--- src/rtl/conv_pkg.sv ---
// Shared definitions for the streaming convolution engine.
// Holds parameter defaults, the FSM state encoding and a ceil-log2 helper.
package conv_pkg;

  localparam int DATA_W_DEF     = 16;
  localparam int KSIZE_DEF      = 3;
  localparam int FIFO_DEPTH_DEF = 16;

  typedef enum logic [1:0] {
    ST_IDLE  = 2'd0,
    ST_RUN   = 2'd1,
    ST_DRAIN = 2'd2,
    ST_DONE  = 2'd3
  } state_t;

  function automatic int clog2(input int value);
    int r;
    r = 0;
    for (int i = 0; i < 31; i++) begin
      if ((1 << i) < value) r = i + 1;
    end
    return r;
  endfunction

endpackage

--- src/rtl/sync_fifo.sv ---
// Show-ahead synchronous FIFO with extra-bit pointers for exact full/empty.
// Writes while full and reads while empty are ignored.
module sync_fifo
  import conv_pkg::*;
#(
  parameter int WIDTH = 32,
  parameter int DEPTH = FIFO_DEPTH_DEF
) (
  input  logic             clk,
  input  logic             rst,
  input  logic             push,
  input  logic             pop,
  input  logic [WIDTH-1:0] din,
  output logic [WIDTH-1:0] dout,
  output logic             full,
  output logic             empty
);

  localparam int AW = clog2(DEPTH);

  logic [WIDTH-1:0] mem [DEPTH];
  logic [AW:0]      wr_ptr;
  logic [AW:0]      rd_ptr;
  logic             do_push;
  logic             do_pop;

  assign full    = (wr_ptr[AW] != rd_ptr[AW]) && (wr_ptr[AW-1:0] == rd_ptr[AW-1:0]);
  assign empty   = (wr_ptr == rd_ptr);
  assign do_push = push & ~full;
  assign do_pop  = pop & ~empty;
  assign dout    = mem[rd_ptr[AW-1:0]];

  always_ff @(posedge clk) begin
    if (rst) begin
      wr_ptr <= '0;
      rd_ptr <= '0;
    end else begin
      if (do_push) wr_ptr <= wr_ptr + (AW+1)'(1);
      if (do_pop)  rd_ptr <= rd_ptr + (AW+1)'(1);
    end
  end

  always_ff @(posedge clk) begin
    if (do_push) mem[wr_ptr[AW-1:0]] <= din;
  end

endmodule

--- src/rtl/conv_stream_engine.sv ---
// Streaming KSIZE x KSIZE multiply-accumulate engine fed by an input tap FIFO.
//   state | meaning
//   IDLE  | waiting for cStart; FIFO may prefill
//   RUN   | popping taps, stalls while FIFO empty
//   DRAIN | last product being accumulated
//   DONE  | result presented until out_ready
module conv_stream_engine
  import conv_pkg::*;
#(
  parameter int DATA_W     = DATA_W_DEF,
  parameter int KSIZE      = KSIZE_DEF,
  parameter int FIFO_DEPTH = FIFO_DEPTH_DEF,
  parameter int OUT_W      = 2*DATA_W
) (
  input  logic                Clk,
  input  logic                Rst,
  input  logic                in_valid,
  input  logic [2*DATA_W-1:0] in_data,
  output logic                in_ready,
  input  logic                cStart,
  input  logic                sat_en,
  output logic                out_valid,
  input  logic                out_ready,
  output logic [OUT_W-1:0]    out_data,
  output logic                sat_flag,
  output logic                FULL,
  output logic                EMPTY,
  output logic                busy
);

  localparam int NTAPS = KSIZE*KSIZE;
  localparam int ACC_W = 2*DATA_W + clog2(NTAPS);
  localparam int CNT_W = clog2(NTAPS+1);

  state_t                      state, next_state;
  logic [2*DATA_W-1:0]         tap;
  logic signed [DATA_W-1:0]    pixel, weight;
  logic signed [2*DATA_W-1:0]  prod;
  logic signed [ACC_W-1:0]     prod_ext, acc;
  logic [CNT_W-1:0]            tap_cnt;
  logic                        prod_vld, sat_mode, pop, last_pop, ovf;
  logic [OUT_W-1:0]            conv;

  sync_fifo #(.WIDTH(2*DATA_W), .DEPTH(FIFO_DEPTH)) u_fifo (
    .clk(Clk), .rst(Rst), .push(in_valid), .pop(pop),
    .din(in_data), .dout(tap), .full(FULL), .empty(EMPTY)
  );

  assign in_ready = ~FULL;
  assign pixel    = tap[2*DATA_W-1:DATA_W];
  assign weight   = tap[DATA_W-1:0];
  assign prod_ext = ACC_W'(prod);
  assign last_pop = pop && (tap_cnt == CNT_W'(NTAPS-1));

  always_ff @(posedge Clk) begin
    if (Rst) state <= ST_IDLE;
    else     state <= next_state;
  end

  always_comb begin
    next_state = state;
    case (state)
      ST_IDLE:  if (cStart)    next_state = ST_RUN;
      ST_RUN:   if (last_pop)  next_state = ST_DRAIN;
      ST_DRAIN:                next_state = ST_DONE;
      ST_DONE:  if (out_ready) next_state = ST_IDLE;
      default:                 next_state = ST_IDLE;
    endcase
  end

  always_comb begin
    pop       = (state == ST_RUN) && !EMPTY;
    busy      = (state != ST_IDLE);
    out_valid = (state == ST_DONE);
  end

  // Product is registered on the pop edge and folded into acc one edge later.
  always_ff @(posedge Clk) begin
    if (Rst) begin
      tap_cnt  <= '0;
      prod     <= '0;
      prod_vld <= 1'b0;
      acc      <= '0;
      sat_mode <= 1'b0;
    end else if (state == ST_IDLE && cStart) begin
      tap_cnt  <= '0;
      prod_vld <= 1'b0;
      acc      <= '0;
      sat_mode <= sat_en;
    end else begin
      prod_vld <= pop;
      if (pop) begin
        prod    <= (2*DATA_W)'(pixel) * (2*DATA_W)'(weight);
        tap_cnt <= tap_cnt + CNT_W'(1);
      end
      if (prod_vld) acc <= acc + prod_ext;
    end
  end

  generate
    if (OUT_W < ACC_W) begin : g_narrow
      logic [ACC_W-OUT_W:0] hi;
      assign hi  = acc[ACC_W-1:OUT_W-1];
      assign ovf = !((&hi) || !(|hi));
      always_comb begin
        conv = acc[OUT_W-1:0];
        if (ovf && sat_mode)
          conv = acc[ACC_W-1] ? {1'b1, {(OUT_W-1){1'b0}}} : {1'b0, {(OUT_W-1){1'b1}}};
      end
    end else begin : g_wide
      assign ovf  = 1'b0;
      assign conv = OUT_W'(acc);
    end
  endgenerate

  assign out_data = out_valid ? conv : '0;
  assign sat_flag = out_valid & ovf;

endmodule

--- config.mk ---
export PLATFORM = sky130hd
export DESIGN_NAME = conv_stream_engine
export DESIGN_NICKNAME = d
export VERILOG_FILES = /design/src/rtl/conv_pkg.sv /design/src/rtl/sync_fifo.sv /design/src/rtl/conv_stream_engine.sv
export SDC_FILE = /design/constraint.sdc
export NUM_CORES = 1
export LEC_CHECK = 0
export ABC_AREA = 1
export CAP_MARGIN = 20
export CELL_PAD_IN_SITES_DETAIL_PLACEMENT = 0
export CELL_PAD_IN_SITES_GLOBAL_PLACEMENT = 1
export CORE_ASPECT_RATIO = 1.1
export CORE_MARGIN = 2
export CORE_UTILIZATION = 35
export CTS_CLUSTER_DIAMETER = 200
export DETAILED_ROUTE_END_ITERATION = 8
export PLACE_DENSITY_LB_ADDON = 0.3
export SLEW_MARGIN = 30
export SYNTH_ARGS = -nofsm -noshare
export SYNTH_HDL_FRONTEND = slang
export SYNTH_SLANG_ARGS = --single-unit
--- constraint.sdc ---
create_clock -name Clk -period 5.94 [get_ports Clk]
set_clock_uncertainty 0.05 [all_clocks]
set_input_delay 1.188 -clock Clk [delete_from_list [all_inputs] [get_ports Clk]]
set_output_delay 1.188 -clock Clk [all_outputs]
set_load 0.005 [all_outputs]
### Yosys cells after proc, flatten, opt, wreduce, memory -nomap -nowiden

Memory sizes are Yosys's and may differ from the RTL's. A register that Yosys moved wholly into a read port is not among the register bits.
Cells that the tools add are included.

* add/subtract/negate cells: 4
* $mul: 1
* equal/unequal tests: 10
* multiplexer cells: 11
* bitwise logic cells: 6
* reductions and logical operators: 16

Operators by type and width (count)
* 32-bit 2-to-1 mux: 3
* 36-bit by 32-bit adder with 36-bit output: 1
* 16-bit by 16-bit multiplier with 32-bit output: 1
* 5-bit by 1-bit adder with 5-bit output, second input constant: 2
* 4-bit 2-to-1 mux: 2
* 2-bit case mux with 4 select lines: 1
* 2-bit 2-to-1 mux: 3
* 5-bit == test: 1
* 1-bit logical AND: 5
* 5-bit AND reduction: 1
* 5-bit OR reduction: 1
* 4-bit by 1-bit adder with 4-bit output, second input constant: 1
* 2-bit == test, second input constant: 2
* 4-bit == test: 1
* 4-bit == test, second input constant: 1
* 2-bit != test, second input constant: 2
* 1-bit AND: 3
* 1-bit logical NOT: 3
* 1-bit NOT: 3
* 3-bit AND reduction: 1
* 2-bit by 1-bit == test with 1-bit output, second input constant: 1
* 2-bit logical NOT: 1
* 1-bit 2-to-1 mux: 2
* 2-bit by 1-bit != test with 1-bit output, second input constant: 1
* 5 further kinds: 5

* bits in registers: 86
* bits in writable memories: 512
* input bits: 38
* output and inout port bits: 38
* logic and storage cells: 57
* memories: 1

Memory list
* u_fifo.mem: words 16, width 32, read ports 1, clocked after Yosys merged registers in 1, write ports 1, line sync_fifo.sv:21 `logic [WIDTH-1:0] mem [DEPTH];`

### Logic depth before layout (Yosys ltp)

Gate-level depths: netlist of run 1.

* word-level depth: 7
* depth in mapped cells: 37
* depth with buffers taken out: 33

### Cells and area by module

From an unflattened synthesis of run 1, not the netlist that was laid out.

* cell total of the unflattened synthesis: 4132
* area, all modules: 38543.2 µm²

Modules (own cells, without submodules)
* sync_fifo: times used 1, cells an instance 1745, area an instance 21972.3 µm², seq. area each 15655.0 µm²
* conv_stream_engine: times used 1, cells an instance 2387, area an instance 16570.9 µm², seq. area each 1521.5 µm²

### Least setup slack after synthesis of run 1

OpenSTA, ideal clock, no wires.

* path type: reg2reg
* start point: register with a tool-made name
* end point: register prod[31]
* setup time: 0.109 ns
* data arrival time: 6.160 ns
* data required time: 5.781 ns
* slack: -0.378 ns
* cell stages (with the launch flop): 34
* buffers on the path: 5
* clock period less this slack: 6.318 ns
* cell sequence: dfxtp_1 -> buf_6 -> buf_8 -> buf_12 -> buf_8 -> a21oi_1 -> o21ai_0 -> o211ai_1 -> nand3_1 -> nand2_2 -> buf_6 -> nand2_2 -> fa_1 -> inv_1 -> fa_1 -> inv_1 -> fa_1 -> fa_1 -> inv_1 -> fa_1 -> fa_1 -> ha_1 -> nand2_1 -> nor2_1 -> inv_1 -> nor2_1 -> and3_1 -> nand2_1 -> nand3_1 -> inv_1 -> nand2_1 -> nand3_1 -> nand2_1 -> inv_1

RTL lines
* to (signal assigned): line conv_stream_engine.sv:93 `prod <= (2*DATA_W)'(pixel) * (2*DATA_W)'(weight);`
* to (decl): line conv_stream_engine.sv:38 `logic signed [2*DATA_W-1:0] prod;`

==> results of run 1 <==
==> layout by cell type (no fill, tap or decap), drive strengths merged, types with 128 or more instances in the layout <==
cell type  count
inv          764
nand2        650
edfxtp       512
buf          367
fa           263
a21oi        257
o21ai        253
nor2         213
o211ai       133
ha           129
mux2i        128
==> worst paths after layout <==
path                            slack [ps]  cells past startpoint  endpoint      start
worst min-delay path                   420                      2   prod[2]    prod[2]
worst max register to register        -580                     31  prod[21]  flip-flop
worst max-delay path                  -580                     31  prod[21]  flip-flop
worst min register to register         420                      2   prod[2]    prod[2]
==> sequential cells by signal, indices dropped and copies added, names as in the netlist, named ones only <==
register and count:
acc 36, prod 32, prod_vld 1, sat_mode 1, state 2, tap_cnt 4
u_fifo.mem 512, u_fifo.rd_ptr 5, u_fifo.wr_ptr 5
==> worst register-to-register path, delay by kind of cell (launching register included) <==
family,cells,cell delay (ps)
adders and majority gates,7,3240
DFF,1,400
buffers and inverters,12,1120
AOI/OAI and AO/OA,3,380
and+or+nand+nor,8,1080
muxes,1,180
==> cell type report <==
cell class                 count  area share [%]
antenna                        1         0.00544
clock buffer                  87            3.85
clock inverter                30           0.539
inverter                     759            6.21
multi-input combinational   2273            38.5
sequential                   602            37.4
tap                         1408            3.83
timing repair buffer         445            9.69
==> routing by layer <==
layer  GRT usage [%]  routed length, µm
met5               0                 25
met4            4.95               2560
met3            2.39               3760
met2            34.5              53700
met1            24.8              46100
==> timing repair <==
| action | CTS | global route |
|---|---|---|
| cloned | 8 | 2 |
| setup buffers | 30 | 14 |
| resized for setup | 173 | 81 |
| setup endpoints to repair | 24 | 25 |
| pin swaps | 60 | 32 |
==> kinds of logic (layout without fill, tap and decap cells) <==
family | after synthesis | in the layout
and+or+nand+nor | 1033 | 1036
buffers and inverters | 913 | 1321
other | 0 | 1
adders and majority gates | 392 | 392
AOI/OAI and AO/OA | 676 | 676
muxes | 128 | 128
DFF | 602 | 602
xor gates and xnor gates | 41 | 41
==> metrics by stage <==
step	instances	util, %	setup slack, ps	hold WS, ps	cell area [µm²]
after floorplan	3785	-	-145	380	37900
after global placement	5431	39.6	-781	414	42400
after detailed placement	5433	39.6	-817	413	42400
after CTS	5588	42.6	-589	422	45600
after global routing	5604	43.0	-894	445	46000
final	5605	43.0	-575	422	46000
==> qor.yml, run 1 <==
final.setup.tns_ps: -9490
vias_per_cell: 4.81
slew_headroom_pct: 34.5
finalWorstSetupSlack_ps: -575
syn2layout_area_growth_pct: 22.0
num_vias: 26961
seq_area_frac_synth_pct: 45.6
num-nets-final: 4578
layout-drive-gt1-share_pct: 17.5
yosysTopAreaCell: "edfxtp_1"
critPathTopFamily: "adder cells"
first_global_vias: 27667
multiInputGateArea_mm2: 0.0177
hold_viol: 0
yosys.area_share.simple_pct: 11.3
fp.dieW_um: 317
grt_pass1_wl_um: 164000
setup_violations: 22
grtUsageTotal_pct: 19.4
synth_warnings: 0
synth_commonest_cells: "inv_1 (739), nand2_1 (609), edfxtp_1 (512)"
hpwl_um: 75300
critical_path.startpoint_type: "flip-flop"
syn_area_per_cell_um2: 9.96
dr.pass1.iters: 5
violations: "negative setup slack"
port-buffer-count: 75
synth_nets: 4215
min_path_type: "reg -> reg"
outcome: "finished with violations"
synth_compound_area_share_pct: 10.2
cts_tree: "built"
nFillCells: 10263
ys_async_sr_fraction_pct: 0
cp-end-kind: "flip-flop"
max_cap_viol_count: 0
worst_slew_pin_slew_ps: 980
start_util_pct: 35.2
critical_path_class: "reg -> reg"
antenna_found_initial: 2
coreArea_mm2: 0.107
drtIter0Drc: 1700
synthAdderAreaFrac_pct: 18.2
ant_nets: 0
clock-sinks: 602
synth_edf_count: 512
ios: 76
clockRootBuffer: "clkbuf_16"
synth-xor-area-share_pct: 0.953
synth_top_family_by_area: "adder cells"
slowest_stage: "fa_2"
clk_latency_ps: 630
globalplace.congestion: 0.885
slowest_delay_ps: 550
netlist_area_mm2: 0.0377
dieHeight_um: 348
synth_top_area_share_pct: 40.8
ys_top_cells_by_area: "edfxtp_1 (41%), fa_1 (14%), inv_1 (7.4%)"
dieArea_mm2: 0.110
rsz0062_at_grt: "yes"
seqCellArea_mm2: 0.0172
yosysUniqueCellTypes: 42
cts.hold.buffers_added: 0
grt_overflow: 0
post_drt_wl_per_cell_um: 18.9
critPathArrivalTime_ps: 7020
synth-seq-cells: 602
yosysMostFrequentCell: "inv_1"
synth_mux_area_share_pct: 3.40
crit_buf_inv: 12
synth_cells: 3785
slew_viol_final: 0
htreeDepth: 3
period_share_pct: 110
drt-total-wl_um: 106000
min_period_ps: 6520
cts_buffers: 67
drc: 0
grt_max_degree: 53
crit_fanout: 7
clk_pin_slew_ps: 60
required_ps: 6450
num_rows: 126
clockBufferDepth: 3
fmax_ghz: 0.153
ys.flop_type: "edfxtp_1"
Power of run 1 is left out: the tool's default activity adds up to more than one toggle a clock period on the data nets, which glitch-free logic cannot reach.
==> run 2, diff against run 1 <==
--- a/config.mk
+++ b/config.mk
@@ -9,7 +9,7 @@
 export CAP_MARGIN = 20
 export CELL_PAD_IN_SITES_DETAIL_PLACEMENT = 0
 export CELL_PAD_IN_SITES_GLOBAL_PLACEMENT = 1
-export CORE_ASPECT_RATIO = 1.1
+export CORE_ASPECT_RATIO = 1.5
 export CORE_MARGIN = 2
 export CORE_UTILIZATION = 35
 export CTS_CLUSTER_DIAMETER = 200
==> qor.yml, run 2 (synthesis results as in run 1) <==
drt-total-wl_um: 114000
drtIter0Drc: 1503
grt_overflow: 0
period_share_pct: 110
cts_tree: "built"
min_period_ps: 6560
syn2layout_area_growth_pct: 24.9
vias_per_cell: 4.83
clockBufferDepth: 3
htreeDepth: 2
clk_pin_slew_ps: 70
ant_nets: 0
globalplace.congestion: 0.939
layout-drive-gt1-share_pct: 19.8
clockRootBuffer: "clkbuf_16"
ios: 76
cts_buffers: 59
finalWorstSetupSlack_ps: -619
layout_common_cells: "inv_1 (712), nand2_1 (574), edfxtp_1 (512)"
clock-sinks: 602
rr_worst_depth: 28
fmax_ghz: 0.152
slew_headroom_pct: 37.5
cp-end-kind: "flip-flop"
critPathArrivalTime_ps: 7080
worstHoldPathCells: 2
worstReg2RegEnd: "prod[27]"
dieArea_mm2: 0.110
hold_start: "prod[2]"
coreArea_mm2: 0.107
crit_fanout: 8
max_cap_viol_count: 0
drc: 0
slowest_stage: "fa_2"
worst_slew_pin_slew_ps: 935
num-nets-final: 4636
dp_slack_ps: -945
grt_max_degree: 53
grt_pass1_wl_um: 167000
final.setup.tns_ps: -10560
critical_path.startpoint_type: "flip-flop"
final_common_cell: "inv_1"
dieHeight_um: 406
critical_path_class: "reg -> reg"
dr.pass1.iters: 5
nFillCells: 10122
start_util_pct: 35.3
outcome: "finished with violations"
largest_reg_flops: 512
first_global_vias: 28184
antenna_found_initial: 3
port-buffer-count: 75
grtUsageTotal_pct: 20.1
hold_end: "prod[2]"
fp.dieW_um: 272
place_area_mm2: 0.0427
worst_path_most_repeated_cell: "fa_1"
fin_area_mm2: 0.0471
hpwl_um: 81300
num_rows: 147
post_drt_wl_per_cell_um: 20.1
required_ps: 6460
rsz0062_at_grt: "yes"
min_path_type: "reg -> reg"
rrSetupSlack_ps: -620
num_vias: 27367
slew_viol_final: 0
clk_latency_ps: 680
setup_violations: 23
slowest_delay_ps: 660
violations: "negative setup slack"
hold_viol: 0
run 2: changes by cell type in the layout (fill, tap and decap cells not counted), moves of 10 or more:
cell | before | now
fa_1 | 245 | 232
o21ai_1 | 58 | 70
fa_2 | 18 | 31
nand2_2 | 46 | 56
nand2_1 | 584 | 574
buf_4 | 284 | 311
buf_12 | 46 | 66
o21ai_0 | 184 | 172
run 2: worst max path at each step:
stage | slack (ps) | end | startpoint
4_1_cts | -610 | prod[29] | flip-flop
2_1_floorplan | -150 | prod[31] | flip-flop
3_5_place_dp | -940 | prod[15] | flip-flop
6_report | -620 | prod[27] | flip-flop
3_3_place_gp | -930 | prod[15] | flip-flop
5_1_grt | -860 | prod[27] | flip-flop
run 2: area by class of cell:
type	count	area, µm²	share of cell area [%]
inverters	759	2860	6.06
well taps	1415	1770	3.76
clock buffers	69	1510	3.21
diodes	1	2.50	0.00531
clock inverters	38	485	1.03
repair buffers	512	5410	11.5
flip-flops and latches	602	17200	36.5
multi-input cells	2272	17900	37.9
run 2: repair_timing:
item                                    in CTS  in global routing
hold buffers                                 0                  0
pin swaps                                   47                106
cloned                                       3                 17
endpoints found under the setup margin      25                 24
endpoints found under the hold margin        0                  0
gates resized for setup                    161                161
buffers inserted                            32                 48
run 2: routing by layer:
layer	GRT usage (%)	part of all wire, %	wire length [µm]
met5	0	0.035	40
met4	9.10	5.0	5650
met3	1.92	3.0	3360
met2	40.0	56	63300
met1	21.0	36	41400
run 2: critical path, delay by kind of cell (launching register included):
family | cells | cell delay (ps)
simple gates | 8 | 900
buf+inv | 9 | 1080
mux | 1 | 210
compound gates | 3 | 400
flops | 1 | 380
fa+ha+maj | 7 | 3410
run 2: stage by stage:
step | hold slack [ps] | utilization (%) | instances
4_1_cts | 440 | 42.8 | 5602
3_3_place_gp | 424 | 40.0 | 5459
6_report | 440 | 44.1 | 5668
2_1_floorplan | 380 | - | 3785
3_5_place_dp | 431 | 40.0 | 5460
5_1_grt | 453 | 44.1 | 5667
Power of run 2 is left out for the same reason.
